$ cat src/rtl/alu_mdu_control.sv
// ---------------------------------------------------------------------------
// alu_mdu_control
//
// Execute-stage ALU control with an attached sequential multiply/divide unit.
// The decode half turns aluOp/funct3/funct7 into a 4-bit ALU operation code.
// This is purely combinational.
// The MDU half runs RV32M-style ops one radix-2 step per cycle:
//   - multiply uses shift-add;
//   - divide uses restoring division;
//   - both work on operand magnitudes, and the sign is fixed up on entry
//     to DONE.
// While the MDU is busy it holds the pipeline through stall.
//
// Configuration macro: MDU_DIV_EN
//   defined   -> all eight M-extension ops are supported.
//   undefined -> div/divu/rem/remu decode as illegal and no divider is built.
//
// Ports:
//   clk        in   rising-edge clock
//   rst_n      in   asynchronous active-low reset
//   aluOp      in   2   00 ld/st, 01 branch, 10 R-type, 11 I-type ALU
//   funct3     in   3   instruction funct3
//   funct7     in   7   instruction funct7
//   valid      in   1   instruction in execute is real
//   flush      in   1   abort any MDU operation
//   srcA/srcB  in   XLEN MDU operands (rs1, rs2)
//   operation  out  4   ALU op code (combinational)
//   illegal    out  1   unsupported encoding (combinational)
//   stall      out  1   hold pipeline while MDU busy
//   mduDone    out  1   one-cycle pulse, mduResult valid
//   mduResult  out  XLEN registered MDU result
// ---------------------------------------------------------------------------
module alu_mdu_control #(
  parameter int XLEN = 32
) (
  input  logic            clk,
  input  logic            rst_n,
  input  logic [1:0]      aluOp,
  input  logic [2:0]      funct3,
  input  logic [6:0]      funct7,
  input  logic            valid,
  input  logic            flush,
  input  logic [XLEN-1:0] srcA,
  input  logic [XLEN-1:0] srcB,
  output logic [3:0]      operation,
  output logic            illegal,
  output logic            stall,
  output logic            mduDone,
  output logic [XLEN-1:0] mduResult
);

  localparam int CNT_W = $clog2(XLEN + 1);

  localparam logic [3:0] OP_AND  = 4'b0000;
  localparam logic [3:0] OP_OR   = 4'b0001;
  localparam logic [3:0] OP_ADD  = 4'b0010;
  localparam logic [3:0] OP_XOR  = 4'b0011;
  localparam logic [3:0] OP_SLL  = 4'b0100;
  localparam logic [3:0] OP_SRL  = 4'b0101;
  localparam logic [3:0] OP_SUB  = 4'b0110;
  localparam logic [3:0] OP_SLT  = 4'b0111;
  localparam logic [3:0] OP_SLTU = 4'b1000;
  localparam logic [3:0] OP_SRA  = 4'b1101;
  localparam logic [3:0] OP_MDU  = 4'b1110;
  localparam logic [3:0] OP_ILL  = 4'b1111;

  typedef enum logic [1:0] {S_IDLE, S_RUN, S_DONE} state_t;

  // funct3 map shared by R-type (funct7 = 0) and I-type ALU ops
  function automatic logic [3:0] base_op(input logic [2:0] f3);
    logic [3:0] op;
    case (f3)
      3'b000:  op = OP_ADD;
      3'b001:  op = OP_SLL;
      3'b010:  op = OP_SLT;
      3'b011:  op = OP_SLTU;
      3'b100:  op = OP_XOR;
      3'b101:  op = OP_SRL;
      3'b110:  op = OP_OR;
      default: op = OP_AND;
    endcase
    return op;
  endfunction

  // Sign fixup of the raw magnitude result held in the shared register.
  // For multiply, raw is the full 2*XLEN product.
  // For divide, raw holds {remainder, quotient}.
  function automatic logic [XLEN-1:0] fix_result(input logic [2*XLEN-1:0] raw,
                                                 input logic [2:0]        f3,
                                                 input logic              neg);
    logic [2*XLEN-1:0] prod;
    logic [XLEN-1:0]   res;
    prod = neg ? -raw : raw;
    res  = (f3[1:0] == 2'b00) ? prod[XLEN-1:0] : prod[2*XLEN-1:XLEN];
`ifdef MDU_DIV_EN
    if (f3[2]) begin
      if (f3[1]) res = neg ? -raw[2*XLEN-1:XLEN] : raw[2*XLEN-1:XLEN];
      else       res = neg ? -raw[XLEN-1:0]      : raw[XLEN-1:0];
    end
`endif
    return res;
  endfunction

  // ---------------- decode ----------------
  always_comb begin
    operation = OP_ILL;
    case (aluOp)
      2'b00: operation = OP_ADD;
      2'b01: operation = OP_SUB;
      2'b10: begin
        if (funct7 == 7'b0000000) begin
          operation = base_op(funct3);
        end else if (funct7 == 7'b0100000) begin
          if (funct3 == 3'b000)      operation = OP_SUB;
          else if (funct3 == 3'b101) operation = OP_SRA;
        end else if (funct7 == 7'b0000001) begin
`ifdef MDU_DIV_EN
          operation = OP_MDU;
`else
          if (!funct3[2]) operation = OP_MDU;
`endif
        end
      end
      default: begin
        // I-type: shifts still look at the funct7 field of the immediate
        if (funct3 == 3'b001) begin
          if (funct7 == 7'b0000000) operation = OP_SLL;
        end else if (funct3 == 3'b101) begin
          operation = funct7[5] ? OP_SRA : OP_SRL;
        end else begin
          operation = base_op(funct3);
        end
      end
    endcase
  end

  assign illegal = (operation == OP_ILL);

  // ---------------- MDU ----------------
  state_t                state_q, state_d;
  logic [CNT_W-1:0]      cnt_q, cnt_d;
  logic [XLEN-1:0]       result_q, result_d;
  logic [2*XLEN-1:0]     acc_q, acc_d;
  logic [XLEN-1:0]       opnd_q, opnd_d;
  logic [2:0]            f3_q, f3_d;
  logic                  neg_q, neg_d;

  logic                  is_mdu, start;
  logic                  a_signed, b_signed, sign_a, sign_b;
  logic [XLEN-1:0]       abs_a, abs_b;
  logic                  is_div_req, div_zero, div_ovf, is_div_q;
  logic [XLEN-1:0]       special_res;
  logic [XLEN:0]         mul_sum;
  logic [2*XLEN:0]       mul_cat;
  logic [2*XLEN-1:0]     step_val;

  assign is_mdu = (operation == OP_MDU);
  assign start  = valid & is_mdu & ~illegal & ~flush;

  always_comb begin
    // mul/mulh/mulhsu and div/rem treat rs1 as signed; only mul/mulh/div/rem sign rs2
    a_signed = funct3[2] ? ~funct3[0] : (funct3[1:0] != 2'b11);
    b_signed = funct3[2] ? ~funct3[0] : ~funct3[1];
    sign_a   = a_signed & srcA[XLEN-1];
    sign_b   = b_signed & srcB[XLEN-1];
    abs_a    = sign_a ? -srcA : srcA;
    abs_b    = sign_b ? -srcB : srcB;
  end

`ifdef MDU_DIV_EN
  localparam logic [XLEN-1:0] INT_MIN = {1'b1, {(XLEN-1){1'b0}}};
  logic [XLEN:0] div_shift, div_diff;

  always_comb begin
    is_div_req  = funct3[2];
    div_zero    = is_div_req & (srcB == '0);
    div_ovf     = is_div_req & ~funct3[0] & (srcA == INT_MIN) & (srcB == '1);
    special_res = '0;
    if (div_zero)     special_res = funct3[1] ? srcA : '1;
    else if (div_ovf) special_res = funct3[1] ? '0 : srcA;
  end

  assign is_div_q = f3_q[2];
`else
  always_comb begin
    is_div_req  = 1'b0;
    div_zero    = 1'b0;
    div_ovf     = 1'b0;
    special_res = '0;
  end

  assign is_div_q = 1'b0;
`endif

  // One radix-2 step; acc_q holds {partial product, multiplier} for multiply
  // and {partial remainder, dividend/quotient} for divide.
  always_comb begin
    mul_sum  = {1'b0, acc_q[2*XLEN-1:XLEN]} + {1'b0, opnd_q};
    mul_cat  = acc_q[0] ? {mul_sum, acc_q[XLEN-1:0]} : {1'b0, acc_q};
    step_val = mul_cat[2*XLEN:1];
`ifdef MDU_DIV_EN
    div_shift = {acc_q[2*XLEN-1:XLEN], acc_q[XLEN-1]};
    div_diff  = div_shift - {1'b0, opnd_q};
    if (is_div_q) begin
      step_val = div_diff[XLEN] ? {div_shift[XLEN-1:0], acc_q[XLEN-2:0], 1'b0}
                                : {div_diff[XLEN-1:0],  acc_q[XLEN-2:0], 1'b1};
    end
`endif
  end

  always_comb begin
    state_d  = state_q;
    cnt_d    = cnt_q;
    result_d = result_q;
    acc_d    = acc_q;
    opnd_d   = opnd_q;
    f3_d     = f3_q;
    neg_d    = neg_q;
    case (state_q)
      S_IDLE: begin
        if (start) begin
          f3_d   = funct3;
          // remainder follows the dividend sign; everything else is the sign product
          neg_d  = (funct3[2] & funct3[1]) ? sign_a : (sign_a ^ sign_b);
          cnt_d  = CNT_W'(XLEN);
          acc_d  = {{XLEN{1'b0}}, (is_div_req ? abs_a : abs_b)};
          opnd_d = is_div_req ? abs_b : abs_a;
          if (div_zero | div_ovf) begin
            state_d  = S_DONE;
            result_d = special_res;
          end else begin
            state_d  = S_RUN;
          end
        end
      end
      S_RUN: begin
        if (flush) begin
          state_d = S_IDLE;
        end else begin
          acc_d = step_val;
          cnt_d = cnt_q - 1'b1;
          if (cnt_q == CNT_W'(1)) begin
            state_d  = S_DONE;
            result_d = fix_result(step_val, f3_q, neg_q);
          end
        end
      end
      default: state_d = S_IDLE;
    endcase
  end

  always_ff @(posedge clk or negedge rst_n) begin
    if (!rst_n) begin
      state_q  <= S_IDLE;
      cnt_q    <= '0;
      result_q <= '0;
    end else begin
      state_q  <= state_d;
      cnt_q    <= cnt_d;
      result_q <= result_d;
    end
  end

  always_ff @(posedge clk) begin
    acc_q  <= acc_d;
    opnd_q <= opnd_d;
    f3_q   <= f3_d;
    neg_q  <= neg_d;
  end

  assign stall     = (valid & is_mdu & (state_q == S_IDLE) & ~flush) | (state_q == S_RUN);
  assign mduDone   = (state_q == S_DONE) & ~flush;
  assign mduResult = result_q;

endmodule
$ cat config.mk
export PLATFORM = sky130hd
export DESIGN_NAME = alu_mdu_control
export DESIGN_NICKNAME = d
export VERILOG_FILES = /design/src/rtl/alu_mdu_control.sv
export SDC_FILE = /design/constraint.sdc
export NUM_CORES = 1
export LEC_CHECK = 0
export CAP_MARGIN = 20
export CORE_MARGIN = 10
export CORE_UTILIZATION = 63
export CTS_CLUSTER_SIZE = 30
export DETAILED_ROUTE_END_ITERATION = 8
export PLACE_DENSITY = 0.84
export SLEW_MARGIN = 30
export SYNTH_ARGS = -nofsm -noshare
export SYNTH_HDL_FRONTEND = slang
export SYNTH_SLANG_ARGS = --single-unit
$ cat constraint.sdc
create_clock -name clk -period 7.6 [get_ports clk]
set_input_delay 0.76 -clock clk [delete_from_list [all_inputs] [get_ports clk]]
set_output_delay 0.76 -clock clk [all_outputs]
set_load 0.005 [all_outputs]
# Word-level counts from Yosys, hierarchy flattened
# Cells that the tools add are included.
word_totals:
  output_inout_bits: 39
  regBits: 139
  n_memories: 0
  inputBits: 80
  ramBits: 0
  latch_bits: 0
  rom_bits: 0
classes:
  n_mul: 0
  n_lt_le_gt_ge: 0
  bitwise: 15
  reduce_logical: 10
  n_mux: 31
  n_addsub: 5
  n_shift: 0
  eq_ne: 19
  div_mod_pow: 0
op_table:
  columns: ["cell", "n"]
  rows:
  - ["two-way mux 64 bit", 3]
  - ["one-hot mux 64 bit (2 select lines)", 1]
  - ["two-way mux 32 bit", 3]
  - ["two-way mux 65 bit", 1]
  - ["negator 32 bit", 2]
  - ["negator 64 bit", 1]
  - ["adder 32 x 32 -> 33 bit", 1]
  - ["two-way mux 4 bit", 7]
  - ["one-hot mux 4 bit (7 select lines)", 1]
  - ["one-hot mux 4 bit (5 select lines)", 1]
  - ["two-way mux 6 bit", 2]
  - ["one-hot mux 4 bit (3 select lines)", 1]
  - ["one-hot mux 6 bit (2 select lines)", 1]
  - ["bitwise AND 1 bit", 9]
  - ["equality test 3 bit, second input constant", 3]
  - ["equality test 4 bit, second input constant", 2]
  - ["two-way mux 2 bit", 4]
  - ["equality test 7 x 1 -> 1 bit, second input constant", 1]
  - ["equality test 7 x 6 -> 1 bit, second input constant", 1]
  - ["zero test 7 bit", 1]
  - ["equality test 3 x 2 -> 1 bit, second input constant", 2]
  - ["equality test 6 x 1 -> 1 bit, second input constant", 1]
  - ["zero test 2 bit", 3]
  - ["!= test 2 bit, second input constant", 3]
  - ["14 further kinds", 25]

# Logic depth before layout (Yosys ltp)
# Gate-level depths: netlist (run 1).
logic_depth:
  ltp_word: 12
  ltp_mapped: 13
  mapped_depth_nobuf: 13

# Least setup slack after synthesis (run 1)
# Ideal clock, no wire load.
synth_path:
  path_type: "input to register"
  from: "in funct3[0]"
  to: "reg acc_q[0], enable pin"
  path_buffers: 2
  required_ns: 7.167
  arrival_ns: 4.689
  slack_ns: 2.478
  path_stages: 9
  cell_sequence: "clkbuf_1 -> inv_1 -> a41oi_1 -> a41oi_1 -> a21oi_1 -> and2_1 -> and3_1 -> clkbuf_1 -> nand2b_1"
synth_lines:
  columns: ["item", "line_no", "text"]
  rows:
  - ["from (decl)", "39", "input logic [2:0] funct3,"]
  - ["equality test 3 bit, or another cell as far along", "72", "case (f3)"]
  - ["one-hot mux 4 bit (5 select lines) or two-way mux 4 bit (tied branches)", "72, 114", null]
  - ["two-way mux 4 bit, on equally long branches", "128, 113", null]
  - ["two-way mux 4 bit, on equally long branches", "126, 111", null]
  - ["one-hot mux 4 bit (3 select lines) *", "107", "case (aluOp)"]
  - ["via operation[3]", "45", "output logic [3:0] operation,"]
  - ["equality test 4 bit, on equally long branches", "157, 137", null]
  - ["bitwise AND 1 bit or inverter 1 bit (tied branches)", "158", "assign start = valid & is_mdu & ~illegal & ~flush;"]
  - ["bitwise AND 1 bit * (2 in a row)", "158", null]
  - ["!= test 2 bit (no line) *", null, null]
  - ["AND reduction 3 bit (no line) *", null, null]
  - ["to (signal assigned)", "265", "acc_q <= acc_d;"]
  - ["to (decl)", "143", "logic [2*XLEN-1:0] acc_q, acc_d;"]
# Mark *: on every way through the listed nets, which the timed path passes. The rest lies on a longest branch.
# A chain may end at the register's enable or synchronous reset.

# Final worst setup path (run 1)
layout_path:
  from: "reg acc_q[32]"
  to: "reg result_q[31], in the netlist mduResult[31]"
layout_via:
  elab_chain_len: 5
layout_lines:
  columns: ["item", "line_no", "text"]
  rows:
  - ["adder 32 x 32 -> 33 bit", "198", "mul_sum = {1'b0, acc_q[2*XLEN-1:XLEN]} + {1'b0, opnd_q};"]
  - ["two-way mux 65 bit *", "199", "mul_cat = acc_q[0] ? {mul_sum, acc_q[XLEN-1:0]} : {1'b0, acc_q};"]
  - ["negator 64 bit", "93", "prod = neg ? -raw : raw;"]
  - ["two-way mux 64 bit *", "93", null]
  - ["two-way mux 32 bit *", "94", "res = (f3[1:0] == 2'b00) ? prod[XLEN-1:0] : prod[2*XLEN-1:XLEN];"]
  - ["to (signal assigned)", "260", "result_q <= result_d;"]
  - ["to (decl)", "142", "logic [XLEN-1:0] result_q, result_d;"]
# Every way passes the cells marked *; elsewhere a longest branch is shown, timed or not.

==> flow_summary_export.csv, run 1 <==
group,metric,value,unit
floorplanning,ios,119,
floorplanning,initial_core_util,0.646,
outcome,status,"completed",
synth,ys_async_sr_fraction,0.288,
synth,syn_avg_cell_area,8.73,um2
min_path,hp-class,"input pin to asynchronous set/reset pin",
synth,synth_top_family_by_area,"compound AO/OA/AOI/OAI gates",
cts,htree_levels,4,
cells_and_area,syn_to_final_growth,16.7,%
critical_path,r2r_start,"acc_q[32]",
critical_path,crit_chain,"ha_1 -> fa_1 -> a211oi_1 -> o21ai_1 -> a22oi_2 -> a21oi_1 -> mux2_1 -> a211oi_1 -> nand4_1 -> nor2_1 -> nand4_1 -> mux2i_1 -> o32a_1",
timing,rsz0062_at_grt,"false",
critical_path,path_buf_inv,0,
cells_and_area,nFillCells,1251,
critical_path,worstReg2RegEnd,"mduResult[31]",
synth,yosys.area.top_type,"edfxtp_1",
floorplanning,die_y,151,um
timing,min_period_over_period,0.599,
synth,ys_types,96,
grt,track_usage,0.257,
synth,synth_top_flop_cell,"edfxtp_1",
synth,ys_seq_area_frac,0.368,
routing,drc,0,
critical_path,end_kind,"flip-flop",
routing,drtIter0Drc,876,
floorplanning,num_rows,47,
power,power.internal,1.60,mW
synth,ys_seq_elements,139,
critical_path,startpoint,"acc_q[32]",
cells_and_area,fin_area,12600,um2
cts,cts_tree,"built",
synth,synth_cells,1236,
power,swShare,0.294,
run,maxCapViolCount,0,
timing,whs,292,ps
cts,cts_root_buf,"clkbuf_16",
synth,synth-simple-area-share,0.204,
cts,clock-sinks,139,
floorplanning,fp.dieW,151,um
timing,setup-tns-final,0,ps
synth,synth_fa_ha_area_frac,0.0448,
cts,cts_buffers,17,
critical_path,path_class,"flip-flop to flip-flop",
grt,grt_max_degree,66,
synth,synth_warnings,0,
routing,antenna_violating_nets_post_route,0,
timing,max_slew.worst_pin.slew,885,ps
synth,synth_compound_area_frac,0.224,
cells_and_area,final_nets,1441,
timing,finalHoldViolations,0,
critical_path,reg2regPathDepth,13,
critical_path,cpPeakStageDelay,560,ps
timing,setup_viol,0,
timing,skew,13.5,ps
critical_path,cp.depth,13,
floorplanning,die_area,22800,um2
critical_path,critPathTopFamily,"compound AO/OA/AOI/OAI gates",
critical_path,crit_required,7920,ps
cts,cts.repair.resized,0,
synth,syn-cell-area,10800,um2
critical_path,slowest_stage,"a211oi_1",
place,placedInstanceArea,12000,um2
timing,slew_headroom,0.393,
place,dp_cells,1524,
routing,vias,10000,
cells_and_area,drive_gt1_frac,0.0681,
synth,yosys.area.top_type_share,0.276,
routing,avgRoutedWirePerCell,19.0,um
place,hpwl,21700,um
place,place.gp.congestion,0.952,
cells_and_area,instances_no_fill,1556,
grt,grt_first_pass_wirelength,47900,um
critical_path,critPathLaunchType,"flip-flop",
synth,synthTopCellsByArea,"edfxtp_1 (28%), dfrtp_1 (9.3%), o21ai_0 (5.5%)",
power,p_leak,4.64,nW
timing,timing.fmax,220,MHz
critical_path,cp_max_fo,5,
grt,grt-ovfl-total,0,
grt,first_global_vias,9901,
routing,vias_per_cell,6.43,
cts,clk_path_buf_depth,2,
synth,synthXorXnorAreaFrac,0.104,
cts,clock_latency,440,ps
place,io_buffer_count,118,
critical_path,r2r_setup_slack,3050,ps
synth,syn_nets,1354,
power,seq_power_share,0.421,
critical_path,crit_arrival,4870,ps
critical_path,critPathCapture,"mduResult[31]",
power,p_switching,0.669,mW
timing,min_period,4550,ps
power,ir_drop,0.167,mV
cells_and_area,n_antenna_cell,0,
floorplanning,core-area,16700,um2
cts,hold_buffers,0,
power,pwr-share-clk,0.357,
synth,synth-edff-count,99,
cts,post_cts_buffers,0,
timing,maxSlewViolCount,0,
synth,muxShareOfSynthArea,0.0162,
routing,first_pass_iters,5,
cts,clk_pin_slew,60,ps
power,power_frac_comb,0.221,
power,power.density,180,nW/um2
routing,postRouteWirelength,29500,um
grt,grt_antenna_before_repair,0,
==> power groups by stage <==
stage	clock, mW	combinational [mW]	sequential (mW)
after detailed placement	0	0.498	0.970
final	0.812	0.503	0.958
after CTS	0.810	0.504	0.956
after floorplan	0	0.282	0.956
after global placement	0	0.483	0.967
after global routing	0.842	0.554	0.965
==> area by class of cell <==
| class | count | area, um2 | area share |
|---|---|---|---|
| tap | 220 | 275 | 0.0219 |
| clock buffer | 20 | 489 | 0.0388 |
| inverter | 30 | 113 | 0.00894 |
| timing repair buffer | 127 | 1250 | 0.0990 |
| multi-input combinational | 1008 | 6410 | 0.509 |
| clock inverter | 12 | 85.1 | 0.00676 |
| sequential | 139 | 3970 | 0.316 |
==> through the flow <==
stage / utilization / setup slack (ps) / power [mW]
global placement: 0.720 / 3410 / 1.45
floorplan: - / 2480 / 1.24
detailed placement: 0.720 / 3290 / 1.47
CTS: 0.754 / 3190 / 2.27
finish: 0.754 / 3050 / 2.27
global route: 0.754 / 2880 / 2.36
==> logic make-up (layout without fill, tap and decap cells) <==
kind of cell,Yosys count,after routing
and+or+nand+nor,451,451
buffers and inverters,89,189
adders and majority gates,38,38
DFF,139,139
muxes,17,17
AOI/OAI and AO/OA,374,374
xor gates and xnor gates,128,128
==> cell usage in the layout, fill, tap and decap left out, types with 11 or more instances in the layout <==
cell and n:
nand2_1 139, nor2_1 120, o21ai_0 118, clkdlybuf4s50_1 117, edfxtp_1 99, a21oi_1 90
xor2_1 64, xnor2_1 64, dfrtp_1 40, nor3_1 39, ha_1 37, inv_1 28
o31ai_1 22, clkbuf_16 19, nand3_1 17, a31oi_1 17, nor4_1 16, nand2b_1 15
nand4_1 15, mux2i_1 13, and2_1 13, or3_1 12, o21a_1 11, and3_1 11
==> sequential cells by signal, summed over array words and instances, names as in the netlist <==
| register | flops |
|---|---|
| acc_q | 64 |
| mduResult | 32 |
| opnd_q | 32 |
| cnt_q | 6 |
| f3_q | 2 |
| state_q | 2 |
| neg_q | 1 |
==> worst register-to-register path, delay by kind of cell (launching register included) <==
kind	cells	cell delay, ps
flops	1	420
fa+ha+maj	2	690
mux	2	490
simple gates	3	650
compound gates	6	2190
==> synth_stat cells (8+ instances only) <==
cell type    n
nand4_1     15
o41ai_1      9
clkbuf_1    43
nor3_1      39
or3_1       12
o31ai_1     22
nor2_1     120
and2_1      13
inv_1       28
nor4_1      16
ha_1        37
a31oi_1     17
o211ai_1     9
nand3_1     17
a21oi_1     90
o21a_1      11
o21ai_0    118
a211oi_1    10
nand2b_1    16
o21ai_1      8
or2_2        8
a21o_1      10
xnor2_1     64
mux2i_1     13
dfrtp_1     40
and3_1      12
xor2_1      64
edfxtp_1    99
nand2_1    139
==> worst min path at each step <==
stage | start | end | slack, ps | cells after the start
2_1_floorplan | rst_n | cnt_q[0] | 460 | 0
3_3_place_gp | mduResult[5] | mduResult[5] | 460 | 2
3_5_place_dp | mduResult[1] | mduResult[1] | 470 | 2
4_1_cts | rst_n | cnt_q[1] | 480 | 1
5_1_grt | rst_n | cnt_q[0] | 330 | 1
6_report | rst_n | cnt_q[0] | 290 | 1
==> layer usage <==
layer / share of wire / global-route usage / up-vias
li1: - / - / 4738
met1: 0.40 / 0.297 / 4811
met2: 0.51 / 0.457 / 383
met3: 0.063 / 0.0483 / 76
met4: 0.028 / 0.105 / 0
met5: 0 / 0 / -
(Power assumes the default switching activity.)
==> run 2, diff against run 1 <==
--- a/config.mk
+++ b/config.mk
@@ -7,10 +7,10 @@
 export LEC_CHECK = 0
 export CAP_MARGIN = 20
 export CORE_MARGIN = 10
-export CORE_UTILIZATION = 63
+export CORE_UTILIZATION = 58
 export CTS_CLUSTER_SIZE = 30
 export DETAILED_ROUTE_END_ITERATION = 8
-export PLACE_DENSITY = 0.84
+export PLACE_DENSITY = 0.78
 export SLEW_MARGIN = 30
 export SYNTH_ARGS = -nofsm -noshare
 export SYNTH_HDL_FRONTEND = slang
==> constraint.sdc (replaced) <==
create_clock -name clk -period 4.7 [get_ports clk]
set_input_delay 0.47 -clock clk [delete_from_list [all_inputs] [get_ports clk]]
set_output_delay 0.47 -clock clk [all_outputs]
set_load 0.005 [all_outputs]
==> flow_summary_export.csv, run 2 (synthesis results as in run 1) <==
group,metric,value,unit
outcome,status,"completed",
cells_and_area,largest_reg_flops,64,
critical_path,critPathTopFamily,"compound AO/OA/AOI/OAI gates",
timing,timing.fmax,233,MHz
cts,htree_levels,4,
routing,drc,0,
place,hpwl,21300,um
critical_path,critPathLaunchType,"flip-flop",
cells_and_area,final_cell_mix,"nand2_1 (139), nor2_1 (120), o21ai_0 (118)",
grt,grt-ovfl-total,0,
cells_and_area,syn_to_final_growth,17.0,%
cts,cts_tree,"built",
grt,grt_max_degree,67,
power,p_leak,4.65,nW
timing,setup-tns-final,0,ps
floorplanning,fp.dieW,156,um
floorplanning,core-area,18100,um2
cells_and_area,final_nets,1446,
cells_and_area,n_antenna_cell,0,
critical_path,cpPeakStageDelay,500,ps
timing,max_slew.worst_pin.slew,726,ps
routing,first_pass_iters,8,
min_path,hp-class,"input pin to asynchronous set/reset pin",
routing,antenna_violating_nets_post_route,0,
timing,slew_headroom,0.515,
routing,avgRoutedWirePerCell,18.2,um
power,power.density,284,nW/um2
critical_path,path_buf_inv,0,
floorplanning,num_rows,49,
grt,grt_antenna_before_repair,0,
cells_and_area,largest-register,"acc_q",
cts,clock_latency,440,ps
grt,first_global_vias,9490,
floorplanning,die_area,24500,um2
routing,drtIter0Drc,855,
cts,cts.repair.resized,0,
floorplanning,initial_core_util,0.595,
timing,rsz0062_at_grt,"false",
critical_path,path_class,"flip-flop to flip-flop",
cts,clock-sinks,139,
power,power.total,3.59,mW
cts,clk_pin_slew,60,ps
critical_path,cp_max_fo,5,
power,ir_drop,0.269,mV
timing,maxSlewViolCount,0,
critical_path,reg2regPathDepth,13,
critical_path,r2r_setup_slack,410,ps
floorplanning,ios,119,
floorplanning,die_y,156,um
timing,min_period_over_period,0.912,
critical_path,r2r_start,"acc_q[32]",
critical_path,crit_chain,"ha_1 -> fa_1 -> a211oi_1 -> o21ai_1 -> a22oi_2 -> a21oi_1 -> mux2_1 -> a211oi_1 -> nand4_1 -> nor2_1 -> nand4_1 -> mux2i_1 -> o32a_1",
routing,vias,9813,
routing,vias_per_cell,6.25,
timing,skew,9.52,ps
routing,postRouteWirelength,28600,um
run,maxCapViolCount,0,
timing,setup_viol,0,
grt,track_usage,0.230,
cts,cts_buffers,17,
place,io_buffer_count,118,
critical_path,worstReg2RegEnd,"mduResult[31]",
critical_path,end_kind,"flip-flop",
critical_path,crit_required,5020,ps
cts,post_cts_buffers,0,
cells_and_area,layout_commonest_cell,"nand2_1",
cts,hold_buffers,0,
cts,cts_root_buf,"clkbuf_16",
timing,finalHoldViolations,0,
critical_path,crit_arrival,4610,ps
critical_path,slowest_stage,"a211oi_1",
cells_and_area,drive_gt1_frac,0.0701,
place,place.gp.congestion,0.902,
grt,grt_first_pass_wirelength,46300,um
timing,min_period,4290,ps
cts,clk_path_buf_depth,2,
==> run 2: changes by cell type in the layout (fill, tap and decap cells not counted) <==
cell,previous run,this run
buf_12,0,2
inv_6,1,0
clkinvlp_4,4,5
clkinv_4,3,2
clkinv_1,3,2
clkbuf_8,1,2
clkinv_2,2,3
buf_4,10,13
clkbuf_16,19,17
clkbuf_1,0,3
inv_4,1,0
==> run 2: worst max path at each step <==
stage	start	to	slack, ps	cells past startpoint
finish	acc_q[32]	mduResult[31]	410	13
floorplan	funct3[0]	acc_q[0]	530	9
global placement	acc_q[32]	mduResult[31]	650	13
global route	acc_q[32]	mduResult[31]	40	13
detailed placement	acc_q[32]	mduResult[31]	470	13
CTS	acc_q[32]	mduResult[31]	450	13
==> run 2: per-layer routing <==
| metal | vias to the layer above | track usage | share of wire |
|---|---|---|---|
| met3 | 65 | 0.0414 | 0.061 |
| li1 | 4741 | - | - |
| met2 | 344 | 0.396 | 0.49 |
| met5 | - | 0 | 0 |
| met4 | 0 | 0.0921 | 0.027 |
| met1 | 4663 | 0.281 | 0.42 |
==> run 2: power breakdown <==
group,total (mW),internal (mW),switching (mW)
clock,1.23,0.699,0.533
combinational,0.806,0.395,0.410
sequential,1.55,1.45,0.0969
==> run 2: per-stage QoR <==
stage,instance area (um2),hold slack (ps),util,std cells,worst slack [ps]
floorplan,10800,174,-,1236,530
global route,12600,51.0,0.696,1570,39.1
CTS,12600,197,0.696,1570,448
global placement,12100,457,0.666,1538,646
detailed placement,12100,469,0.666,1538,466
finish,12600,1.23,0.696,1570,412
==> run 2: layout make-up <==
cell class / instances / area (um2)
timing repair buffer: 132 / 1310
clock inverter: 10 / 70.1
inverter: 30 / 113
tap: 229 / 287
fill: 1451 / 5520
multi-input combinational: 1008 / 6410
sequential: 139 / 3970
clock buffer: 22 / 464
==> run 3, diff against run 2 <==
--- a/config.mk
+++ b/config.mk
@@ -6,8 +6,9 @@
 export NUM_CORES = 1
 export LEC_CHECK = 0
 export CAP_MARGIN = 20
-export CORE_MARGIN = 10
+export CORE_MARGIN = 4
 export CORE_UTILIZATION = 58
+export CTS_BUF_LIST = sky130_fd_sc_hd__clkbuf_4 sky130_fd_sc_hd__clkbuf_8 sky130_fd_sc_hd__clkbuf_16
 export CTS_CLUSTER_SIZE = 30
 export DETAILED_ROUTE_END_ITERATION = 8
 export PLACE_DENSITY = 0.78
==> flow_summary_export.csv, run 3 (synthesis results as in run 1) <==
group,metric,value,unit
cts,cts.repair.resized,0,
floorplanning,core-area,18100,um2
power,ir_drop,0.256,mV
run,maxCapViolCount,0,
timing,setup_viol,0,
routing,vias_per_cell,6.19,
critical_path,path_class,"flip-flop to flip-flop",
cts,hold_buffers,0,
floorplanning,die_area,20800,um2
timing,min_period_over_period,0.917,
place,place.gp.congestion,0.933,
routing,drc,0,
routing,postRouteWirelength,27200,um
power,p_leak,4.68,nW
floorplanning,ios,119,
timing,max_slew.worst_pin.slew,828,ps
routing,first_pass_iters,5,
critical_path,critPathCapture,"mduResult[31]",
cells_and_area,drive_gt1_frac,0.0724,
power,power.total,3.76,mW
critical_path,r2r_start,"acc_q[32]",
min_path,hp-class,"input pin to asynchronous set/reset pin",
cts,post_cts_buffers,0,
critical_path,worstReg2RegEnd,"mduResult[31]",
critical_path,crit_arrival,4620,ps
floorplanning,die_y,144,um
timing,maxSlewViolCount,0,
cts,clock-sinks,139,
routing,drtIter0Drc,712,
grt,grt_first_pass_wirelength,43800,um
cts,cts_tree,"built",
routing,avgRoutedWirePerCell,17.3,um
cts,clk_path_buf_depth,2,
cells_and_area,layout_commonest_cell,"nand2_1",
cells_and_area,nFillCells,1440,
floorplanning,fp.dieW,144,um
floorplanning,num_rows,49,
critical_path,cp_max_fo,5,
place,io_buffer_count,118,
critical_path,startpoint,"acc_q[32]",
timing,min_period,4310,ps
critical_path,reg2regPathDepth,13,
routing,vias,9716,
timing,slew_headroom,0.448,
timing,setup-tns-final,0,ps
power,power.density,296,nW/um2
cells_and_area,final_core_util,0.700,
floorplanning,initial_core_util,0.595,
cts,clock_latency,430,ps
cells_and_area,syn_to_final_growth,17.7,%
critical_path,crit_required,5010,ps
cells_and_area,final_nets,1445,
critical_path,critPathLaunchType,"flip-flop",
routing,antenna_violating_nets_post_route,0,
timing,rsz0062_at_grt,"false",
cells_and_area,final_cell_mix,"nand2_1 (139), nor2_1 (120), o21ai_0 (118)",
cells_and_area,largest-register,"acc_q",
timing,whs,8.83,ps
grt,track_usage,0.261,
critical_path,end_kind,"flip-flop",
timing,timing.fmax,232,MHz
timing,skew,10.5,ps
cts,cts_root_buf,"clkbuf_16",
critical_path,r2r_setup_slack,390,ps
cts,clk_pin_slew,60,ps
cells_and_area,largest_reg_flops,64,
timing,finalHoldViolations,0,
cts,cts_buffers,17,
grt,grt-ovfl-total,0,
cts,htree_levels,4,
grt,grt_max_degree,66,
cells_and_area,n_antenna_cell,0,
grt,first_global_vias,9065,
place,hpwl,20500,um
grt,grt_antenna_before_repair,0,
outcome,status,"completed",
run 3: final cells by class:
type | count | area (um2) | area share
Clock buffer | 20 | 460 | 0.0363
Tap cell | 229 | 287 | 0.0226
Inverter | 30 | 113 | 0.00887
Clock inverter | 12 | 164 | 0.0129
Multi-Input combinational cell | 1008 | 6410 | 0.505
Sequential cell | 139 | 3970 | 0.313
Timing Repair Buffer | 131 | 1290 | 0.101
run 3: critical path, stage by stage, from the launching register on:
cell and delay (ps):
edfxtp_1 390, ha_1 240, fa_1 430, a211oi_1 430
o21ai_1 250, a22oi_2 330, a21oi_1 110, mux2_1 320
a211oi_1 520, nand4_1 280, nor2_1 240, nand4_1 130
mux2i_1 160, o32a_1 340
run 3: per-layer routing:
layer,GRT usage,vias to the layer above,wire (um)
li1,-,4740,-
met1,0.331,4590,11200
met2,0.443,323,13500
met3,0.0489,63,1690
met4,0.105,0,870
met5,0,-,0
run 3: worst min-delay path by stage:
stage	to	slack (ps)	depth (start not counted)
detailed placement	mduResult[0]	470	2
global route	mduResult[1]	40	1
CTS	mduResult[2]	190	1
finish	mduResult[2]	9	1
global placement	mduResult[3]	460	2
floorplan	cnt_q[0]	170	0
run 3: power breakdown:
| group | internal, mW | switching (mW) |
|---|---|---|
| registers | 1.45 | 0.0969 |
| clock network | 0.874 | 0.541 |
| logic | 0.394 | 0.406 |
run 3: metrics by stage:
| stage | std cells | worst slack, ps | area [um2] |
|---|---|---|---|
| 5_1_grt | 1569 | 116 | 12700 |
| 3_5_place_dp | 1537 | 519 | 12100 |
| 2_1_floorplan | 1236 | 530 | 10800 |
| 4_1_cts | 1569 | 492 | 12700 |
| 6_report | 1569 | 391 | 12700 |
| 3_3_place_gp | 1537 | 570 | 12100 |
